`src/rtl/alu_pkg.sv`:
```
// Shared encodings for the execute sequencer: instruction op/ext codes, flag
// indices, PSR update masks, FSM states, operand-B format classes and decoder.
package alu_pkg;

  localparam logic [3:0] OP_REG   = 4'h0;
  localparam logic [3:0] OP_ANDI  = 4'h1;
  localparam logic [3:0] OP_ORI   = 4'h2;
  localparam logic [3:0] OP_XORI  = 4'h3;
  localparam logic [3:0] OP_ADDI  = 4'h5;
  localparam logic [3:0] OP_SHIFT = 4'h8;
  localparam logic [3:0] OP_SUBI  = 4'h9;
  localparam logic [3:0] OP_CMPI  = 4'hB;
  localparam logic [3:0] OP_MOVI  = 4'hD;
  localparam logic [3:0] OP_LUI   = 4'hF;

  localparam logic [3:0] EXT_AND    = 4'h1;
  localparam logic [3:0] EXT_OR     = 4'h2;
  localparam logic [3:0] EXT_XOR    = 4'h3;
  localparam logic [3:0] EXT_ADD    = 4'h5;
  localparam logic [3:0] EXT_SUB    = 4'h9;
  localparam logic [3:0] EXT_CMP    = 4'hB;
  localparam logic [3:0] EXT_MOV    = 4'hD;
  localparam logic [3:0] EXT_LSH    = 4'h4;
  localparam logic [3:0] EXT_ASHU   = 4'h6;
  localparam logic [3:0] EXT_LSHI_L = 4'h0;
  localparam logic [3:0] EXT_LSHI_R = 4'h1;

  localparam int FLAG_C = 4;
  localparam int FLAG_L = 3;
  localparam int FLAG_F = 2;
  localparam int FLAG_Z = 1;
  localparam int FLAG_N = 0;

  localparam logic [4:0] PSR_MASK_NONE  = 5'b00000;
  localparam logic [4:0] PSR_MASK_ARITH = (5'b1 << FLAG_C) | (5'b1 << FLAG_F);
  localparam logic [4:0] PSR_MASK_CMP   = (5'b1 << FLAG_L) | (5'b1 << FLAG_Z) | (5'b1 << FLAG_N);

  typedef enum logic [1:0] {
    ST_IDLE      = 2'd0,
    ST_DECODE    = 2'd1,
    ST_EXECUTE   = 2'd2,
    ST_WRITEBACK = 2'd3
  } state_t;

  typedef enum logic [2:0] {
    FMT_REG     = 3'd0,
    FMT_SIMM    = 3'd1,
    FMT_ZIMM    = 3'd2,
    FMT_LUI     = 3'd3,
    FMT_SHIMM   = 3'd4,
    FMT_ILLEGAL = 3'd5
  } fmt_t;

  typedef struct packed {
    fmt_t       fmt;
    logic       legal;
    logic       writes;
    logic [4:0] psr_mask;
  } dec_t;

  function automatic dec_t decode(input logic [15:0] instr);
    dec_t       d;
    logic [3:0] op;
    logic [3:0] ext;
    op         = instr[15:12];
    ext        = instr[7:4];
    d.fmt      = FMT_ILLEGAL;
    d.legal    = 1'b0;
    d.writes   = 1'b0;
    d.psr_mask = PSR_MASK_NONE;
    case (op)
      OP_REG: begin
        if (ext inside {EXT_AND, EXT_OR, EXT_XOR, EXT_ADD, EXT_SUB, EXT_CMP, EXT_MOV}) begin
          d.fmt   = FMT_REG;
          d.legal = 1'b1;
        end
        if (ext == EXT_ADD || ext == EXT_SUB) d.psr_mask = PSR_MASK_ARITH;
        if (ext == EXT_CMP) d.psr_mask = PSR_MASK_CMP;
      end
      OP_ADDI, OP_SUBI: begin
        d.fmt      = FMT_SIMM;
        d.legal    = 1'b1;
        d.psr_mask = PSR_MASK_ARITH;
      end
      OP_CMPI: begin
        d.fmt      = FMT_SIMM;
        d.legal    = 1'b1;
        d.psr_mask = PSR_MASK_CMP;
      end
      OP_MOVI: begin
        d.fmt   = FMT_SIMM;
        d.legal = 1'b1;
      end
      OP_ANDI, OP_ORI, OP_XORI: begin
        d.fmt   = FMT_ZIMM;
        d.legal = 1'b1;
      end
      OP_LUI: begin
        d.fmt   = FMT_LUI;
        d.legal = 1'b1;
      end
      OP_SHIFT: begin
        if (ext inside {EXT_LSH, EXT_ASHU}) begin
          d.fmt   = FMT_REG;
          d.legal = 1'b1;
        end else if (ext inside {EXT_LSHI_L, EXT_LSHI_R}) begin
          d.fmt   = FMT_SHIMM;
          d.legal = 1'b1;
        end
      end
      default: ;
    endcase
    // Compares only update flags; illegal encodings never write.
    d.writes = d.legal && (d.psr_mask != PSR_MASK_CMP);
    return d;
  endfunction

endpackage

```
`src/rtl/imm_gen.sv`:
```
// Operand-B selection: register operand or immediate extended per format class.
module imm_gen
  import alu_pkg::*;
(
  input  logic [7:0]  instr_lo,
  input  logic [15:0] rf_rdata_b,
  input  logic [2:0]  fmt,
  output logic [15:0] b
);

  always_comb begin
    b = 16'h0000;
    case (fmt)
      FMT_REG:   b = rf_rdata_b;
      FMT_SIMM:  b = {{8{instr_lo[7]}}, instr_lo};
      FMT_ZIMM:  b = {8'h00, instr_lo};
      FMT_LUI:   b = {instr_lo, 8'h00};
      FMT_SHIMM: b = {12'h000, instr_lo[3:0]};
      default:   b = 16'h0000;
    endcase
  end

endmodule

```
`src/rtl/exec_controller.sv`:
```
// Four-state execute sequencer: latch instruction, decode and read operands,
// drive the ALU, then write back the result and update the PSR.
module exec_controller
  import alu_pkg::*;
(
  input  logic        clk,
  input  logic        reset,
  input  logic [15:0] instr,
  input  logic        instr_valid,
  output logic        instr_ready,
  output logic [3:0]  rf_raddr_a,
  output logic [3:0]  rf_raddr_b,
  input  logic [15:0] rf_rdata_a,
  input  logic [15:0] rf_rdata_b,
  output logic [15:0] alu_A,
  output logic [15:0] alu_B,
  output logic [7:0]  alu_Opcode,
  input  logic [15:0] alu_C,
  input  logic [4:0]  alu_Flags,
  output logic        rf_we,
  output logic [3:0]  rf_waddr,
  output logic [15:0] rf_wdata,
  output logic [4:0]  psr,
  output logic        illegal,
  output logic        busy,
  output logic [1:0]  dbg_state
);

  state_t      state;
  logic [15:0] ir;
  dec_t        dec;
  logic [15:0] b_next;
  logic [4:0]  flags_q;

  // Handshake: a transfer happens on a rising edge where instr_valid && instr_ready;
  // ready is high exactly in IDLE and instr is ignored otherwise.
  assign instr_ready = (state == ST_IDLE);
  assign busy        = (state != ST_IDLE);
  assign dbg_state   = state;
  assign rf_raddr_a  = ir[11:8];
  assign rf_raddr_b  = ir[3:0];
  assign dec         = decode(ir);

  imm_gen u_imm_gen (
    .instr_lo   (ir[7:0]),
    .rf_rdata_b (rf_rdata_b),
    .fmt        (dec.fmt),
    .b          (b_next)
  );

  always_ff @(posedge clk or posedge reset) begin
    if (reset) begin
      state      <= ST_IDLE;
      ir         <= 16'h0000;
      alu_A      <= 16'h0000;
      alu_B      <= 16'h0000;
      alu_Opcode <= 8'h00;
      rf_we      <= 1'b0;
      rf_waddr   <= 4'h0;
      rf_wdata   <= 16'h0000;
      psr        <= 5'b00000;
      illegal    <= 1'b0;
      flags_q    <= 5'b00000;
    end else begin
      rf_we <= 1'b0;
      case (state)
        ST_IDLE: begin
          if (instr_valid) begin
            ir    <= instr;
            state <= ST_DECODE;
          end
        end
        ST_DECODE: begin
          alu_A      <= rf_rdata_a;
          alu_B      <= b_next;
          alu_Opcode <= {ir[15:12], ir[7:4]};
          if (!dec.legal) illegal <= 1'b1;
          state      <= ST_EXECUTE;
        end
        ST_EXECUTE: begin
          flags_q  <= alu_Flags;
          rf_wdata <= alu_C;
          rf_waddr <= ir[11:8];
          rf_we    <= dec.writes;
          state    <= ST_WRITEBACK;
        end
        ST_WRITEBACK: begin
          psr   <= (psr & ~dec.psr_mask) | (flags_q & dec.psr_mask);
          state <= ST_IDLE;
        end
        default: state <= ST_IDLE;
      endcase
    end
  end

endmodule
```
`config.mk`:
```
export PLATFORM = sky130hd
export DESIGN_NAME = exec_controller
export DESIGN_NICKNAME = d
export VERILOG_FILES = /design/src/rtl/alu_pkg.sv /design/src/rtl/imm_gen.sv /design/src/rtl/exec_controller.sv
export SDC_FILE = /design/constraint.sdc
export NUM_CORES = 1
export LEC_CHECK = 0
export ABC_AREA = 0
export BUFFER_PORTS_ARGS = -buffer_cell sky130_fd_sc_hd__clkbuf_2
export CAP_MARGIN = 20
export CELL_PAD_IN_SITES_DETAIL_PLACEMENT = 1
export CELL_PAD_IN_SITES_GLOBAL_PLACEMENT = 1
export CORE_ASPECT_RATIO = 0.6
export CORE_MARGIN = 2
export CORE_UTILIZATION = 35
export DETAILED_ROUTE_END_ITERATION = 10
export GPL_ROUTABILITY_DRIVEN = 0
export PLACE_DENSITY_LB_ADDON = 0.1
export SETUP_SLACK_MARGIN = 0.2
export SYNTH_ARGS = -nofsm -noshare
export SYNTH_HDL_FRONTEND = slang
export SYNTH_HIERARCHICAL = 1
export SYNTH_SLANG_ARGS = --single-unit
```
`constraint.sdc`:
```
create_clock -name clk -period 2.5 [get_ports clk]
set_input_delay 0.375 -clock clk [delete_from_list [all_inputs] [get_ports clk]]
set_output_delay 0.375 -clock clk [all_outputs]
set_load 0.02 [all_outputs]
```
Yosys cells after proc, flatten, opt, wreduce, memory -nomap -nowiden
Index checks and enable logic that the tools add are counted.
Storage, ports and cells
  register bits after elaboration: 90
  input bits: 72
  output and inout port bits: 79
  word-level logic and storage cells: 69
Operators by class
  eq/ne operators: 27
  mux-type cells: 11
  bitwise logic cells: 5
  reduce and logical (&&, ||, !) cells: 15
Operators by type and width (number)
  16-bit one-hot mux with 5 select lines: 1
  4-bit == test (second input constant): 8
  4-bit one-hot mux with 5 select lines: 1
  4-bit by 2-bit == test with 1-bit output (second input constant): 4
  4-bit by 3-bit == test with 1-bit output (second input constant): 4
  5-bit one-hot mux with 3 select lines: 1
  5-bit AND: 2
  5-bit two-way mux: 2
  4-bit by 1-bit == test with 1-bit output (second input constant): 2
  4-bit logical NOT: 2
  4-bit two-way mux: 2
  2-bit one-hot mux with 4 select lines: 1
  7-bit nonzero test: 1
  3-bit by 2-bit == test with 1-bit output (second input constant): 2
  2-bit nonzero test: 3
  5-bit by 4-bit != test with 1-bit output (second input constant): 1
  5-bit inverter: 1
  5-bit bitwise OR: 1
  2-bit == test (second input constant): 2
  2-bit two-way mux: 2
  2-bit AND reduction: 2
  4-bit OR reduction: 1
  3-bit by 1-bit == test with 1-bit output (second input constant): 1
  3-bit == test (second input constant): 1
  other kinds (10): 10

Depth between registers and ports, before layout
  depth in word-level cells: 8
  mapped depth: 11
  gate-level depth less buffers: 8

Modules after synthesis
The synthesis kept the hierarchy.
By module, submodules not included
  exec_controller: times used 1, cells each 255, area each 3729.8 µm², seq. area each 2252.2 µm²
  imm_gen: times used 1, cells each 76, area each 614.3 µm², seq. area each 0.0 µm²

Worst setup path after synthesis
OpenSTA, ideal clock, no wires.
  path type: reg2reg
  start point: register ir[7]
  end point: register alu_B[10]
  setup time: 125 ps
  arrival: 1999 ps
  required time: 2375 ps
  setup slack: 376 ps
  stages on the path, launching flop included: 11
  buffers on the path: 2
  period minus slack after synthesis: 2124 ps
  path through: dfrtp_1 clkbuf_1 nor2b_1 o21ai_0 nand2b_1 o311ai_0 buf_2 nor2b_1 a211oi_2 a211oi_2 mux2_2
RTL lines
  start: declaration: line exec_controller.sv:30  | logic [15:0] ir;
  start signal: assignment: line exec_controller.sv:69  | ir <= instr;
  end signal: assignment: line exec_controller.sv:75  | alu_B <= b_next;
  end: declaration: line exec_controller.sv:16  | output logic [15:0] alu_B,

==> impl_metrics.yaml <==
power:
  p_leak_nw: 2.73
  power.density_nw_per_um2: 1650
  vdd_drop_max_mv: 0.650
drt:
  top_layer: "met4"
  dr_wl_met2_mm: 4.73
  route.antenna.remaining_nets: 0
  vias_per_cell: 4.82
  drt_wl_total_mm: 11.0
  dr.pass1.iters: 4
  m1WireLength_mm: 5.33
  wl_per_cell_um: 16.7
  dr.first_iter.drc_count: 106
  wl_met3_um: 854
  drc: 0
  vias: 3173
timing:
  layout_setup_ws_ps: 261
  setup_violations: 0
  fin_crit_sh_pct: 89.6
  finalWorstPathRequiredPeriod_ps: 2240
  clock_skew_ps: 8.24
  fin_setup_tns_ps: 0
  relSlewSlack_pct: 54.9
  rsz0062_at_grt: "yes"
  report.final.hold_viol_count: 0
  final_max_slew_viol_count: 0
  worst_pin_slew_ps: 677
  max_freq_mhz: 447
clock_tree:
  cts_hold_buf: 0
  path_clk_slew_ps: 70
  ctsHtreeMaxLevel: 3
  cts_buffer_depth: 2
  numCtsBuffers: 9
  insertion_delay_ps: 340
  cts.sinks: 90
  root_buffer: "clkbuf_16"
  cts_tree: "done"
synthesis:
  synth_top_family_by_area: "multiplexers"
  synth_top_area_share_pct: 51.8
  synthSimpleGateAreaFrac_pct: 7.75
  yosysUniqueCellTypes: 43
  synth_area_leader_cell: "dfrtp_1"
  synthesis.nets: 407
  seq_area_frac_synth_pct: 51.8
  synth_area_um2: 4340
  synth_seq_cells: 90
  synth-compound-area-share_pct: 10.8
  synth_area_leaders: "dfrtp_1 (52%), mux2_2 (22%), a211oi_2 (6.3%)"
  synthArstFlopShare_pct: 100
  ys_warn_count: 6
  syn_avg_cell_area_um2: 13.1
  yosys-mux-area-fraction_pct: 23.2
  synth_fa_ha_area_share_pct: 1.15
  synth_edf_count: 0
  synthFlopType: "dfrtp_1"
  yosys.area_share.xor_xnor_pct: 0.202
  syn_inst: 331
critical_path:
  endpoint_kind: "flop"
  r2r-end: "alu_B[1]"
  cp_max_fo: 5
  startpoint_type: "flop"
  ff2ff_setup_slack_ps: 260
  path_class: "flop to flop"
  rr_startpoint: "ir[6]"
  cp.required_ps: 2720
  arrival_ps: 2460
  reg2reg_depth: 10
layout:
  fillers: 1319
  final_common_cell: "clkbuf_2"
  layout-drive-gt1-share_pct: 63.7
  fin_cells: 658
  num_antenna_cells: 0
  stdcell_area_um2: 5800
  final_cell_mix: "clkbuf_2 (150), dfrtp_1 (85), mux2_2 (84)"
  nets: 564
  utilization_pct: 48.0
  area_growth_syn_to_layout_pct: 33.6
place:
  place_hpwl_mm: 8.00
  port_buffers: 150
  placed_cells: 629
  dpl-instance-area_um2: 5300
  dp_worst_setup_slack_ps: 249
flow_run:
  maxCapViolations: 0
global_route:
  grt_max_degree: 55
  track_usage_pct: 16.4
  overflow: 0
  grt_pass1_vias: 3261
  antenna_found_initial: 0
  grt_pass1_wl_mm: 17.3
die:
  fp.dieH_um: 90.3
  start_util_pct: 35.9
  io_pins: 151
  die_area_um2: 13300
  coreArea_um2: 12100
  num_rows: 31
  fp.dieW_um: 148
worst_hold_path:
  hp-class: "primary input to asynchronous set/reset pin"
outcome:
  status: "finished, final reports clean"
through the flow:
| stage | hold slack, ps | total power [mW] |
|---|---|---|
| 6_report | 162 | 9.56 |
| 3_5_place_dp | 486 | 7.71 |
| 4_1_cts | 182 | 9.33 |
| 5_1_grt | 206 | 10.2 |
| 2_1_floorplan | 460 | 6.28 |
| 3_3_place_gp | 468 | 7.59 |
cells in the mapped netlist (all sizes together), types with 2 or more instances:
library cell / instances
a211oi: 22
a21oi: 2
and3: 2
buf: 21
clkbuf: 11
dfrtp: 90
ha: 4
inv: 5
mux2: 86
mux2i: 4
nand2: 15
nand2b: 8
nor2: 7
nor2b: 19
o21ai: 14
o31a: 2
final cells by class:
cell class,count,area [µm²],area share [%]
Timing Repair Buffer,178,1040,17.8
Inverter,5,22.5,0.388
Clock buffer,10,239,4.12
Clock inverter,6,113,1.94
Tap cell,165,206,3.56
Sequential cell,90,2260,38.9
Multi-Input combinational cell,204,1930,33.2
critical path, cell delays in order, from the launching register on:
cell and delay, ps:
dfrtp_2 420, nand2b_1 150, nand2_1 100, o41ai_4 290, o311ai_4 180, clkbuf_16 180
buf_12 120, nor2b_1 150, o21ai_0 170, o21ai_1 90, mux2_2 270
what timing repair did:
action | CTS | global route
setup buffers | 0 | 12
gates resized for setup | 0 | 12
endpoints found under the setup margin | 0 | 15
registers in the layout (all words and copies together) (netlist names), named ones only:
signal      flops
alu_A          16
alu_B          16
alu_Opcode      8
dbg_state       2
flags_q         5
illegal         1
ir             16
rf_waddr        4
rf_wdata       16
rf_we           1
where the power goes:
group / switching [mW] / internal [mW] / total [mW]
combinational: 2.77 / 2.45 / 5.22
clock: 0.564 / 1.01 / 1.57
sequential: 0.571 / 2.19 / 2.77
how the worst max path moves through the flow:
stage                end  slack [ps]  depth (start not counted)  startpoint
3_5_place_dp    alu_B[1]         250                          9       ir[4]
2_1_floorplan  alu_B[10]         380                         10       ir[7]
6_report        alu_B[1]         260                         10       ir[6]
4_1_cts         alu_B[1]         230                          9       ir[4]
5_1_grt         alu_B[1]         160                         10       ir[6]
3_3_place_gp    alu_B[5]         290                          9       ir[5]
metal layers:
layer  GRT usage (%)  vias to the layer above
met4            4.29                        0
met3            5.66                        9
li1                -                     1481
met2            23.6                      105
met1            23.7                     1578
met5               0                        -
cells by family after synthesis:
| logic type | after synthesis |
|---|---|
| AOI/OAI and AO/OA | 51 |
| and+or+nand+nor | 58 |
| xor gates and xnor gates | 1 |
| adders and majority gates | 4 |
| DFF | 90 |
| muxes | 90 |
| buffers and inverters | 37 |
Note: power is estimated with default switching activity, not from simulation.
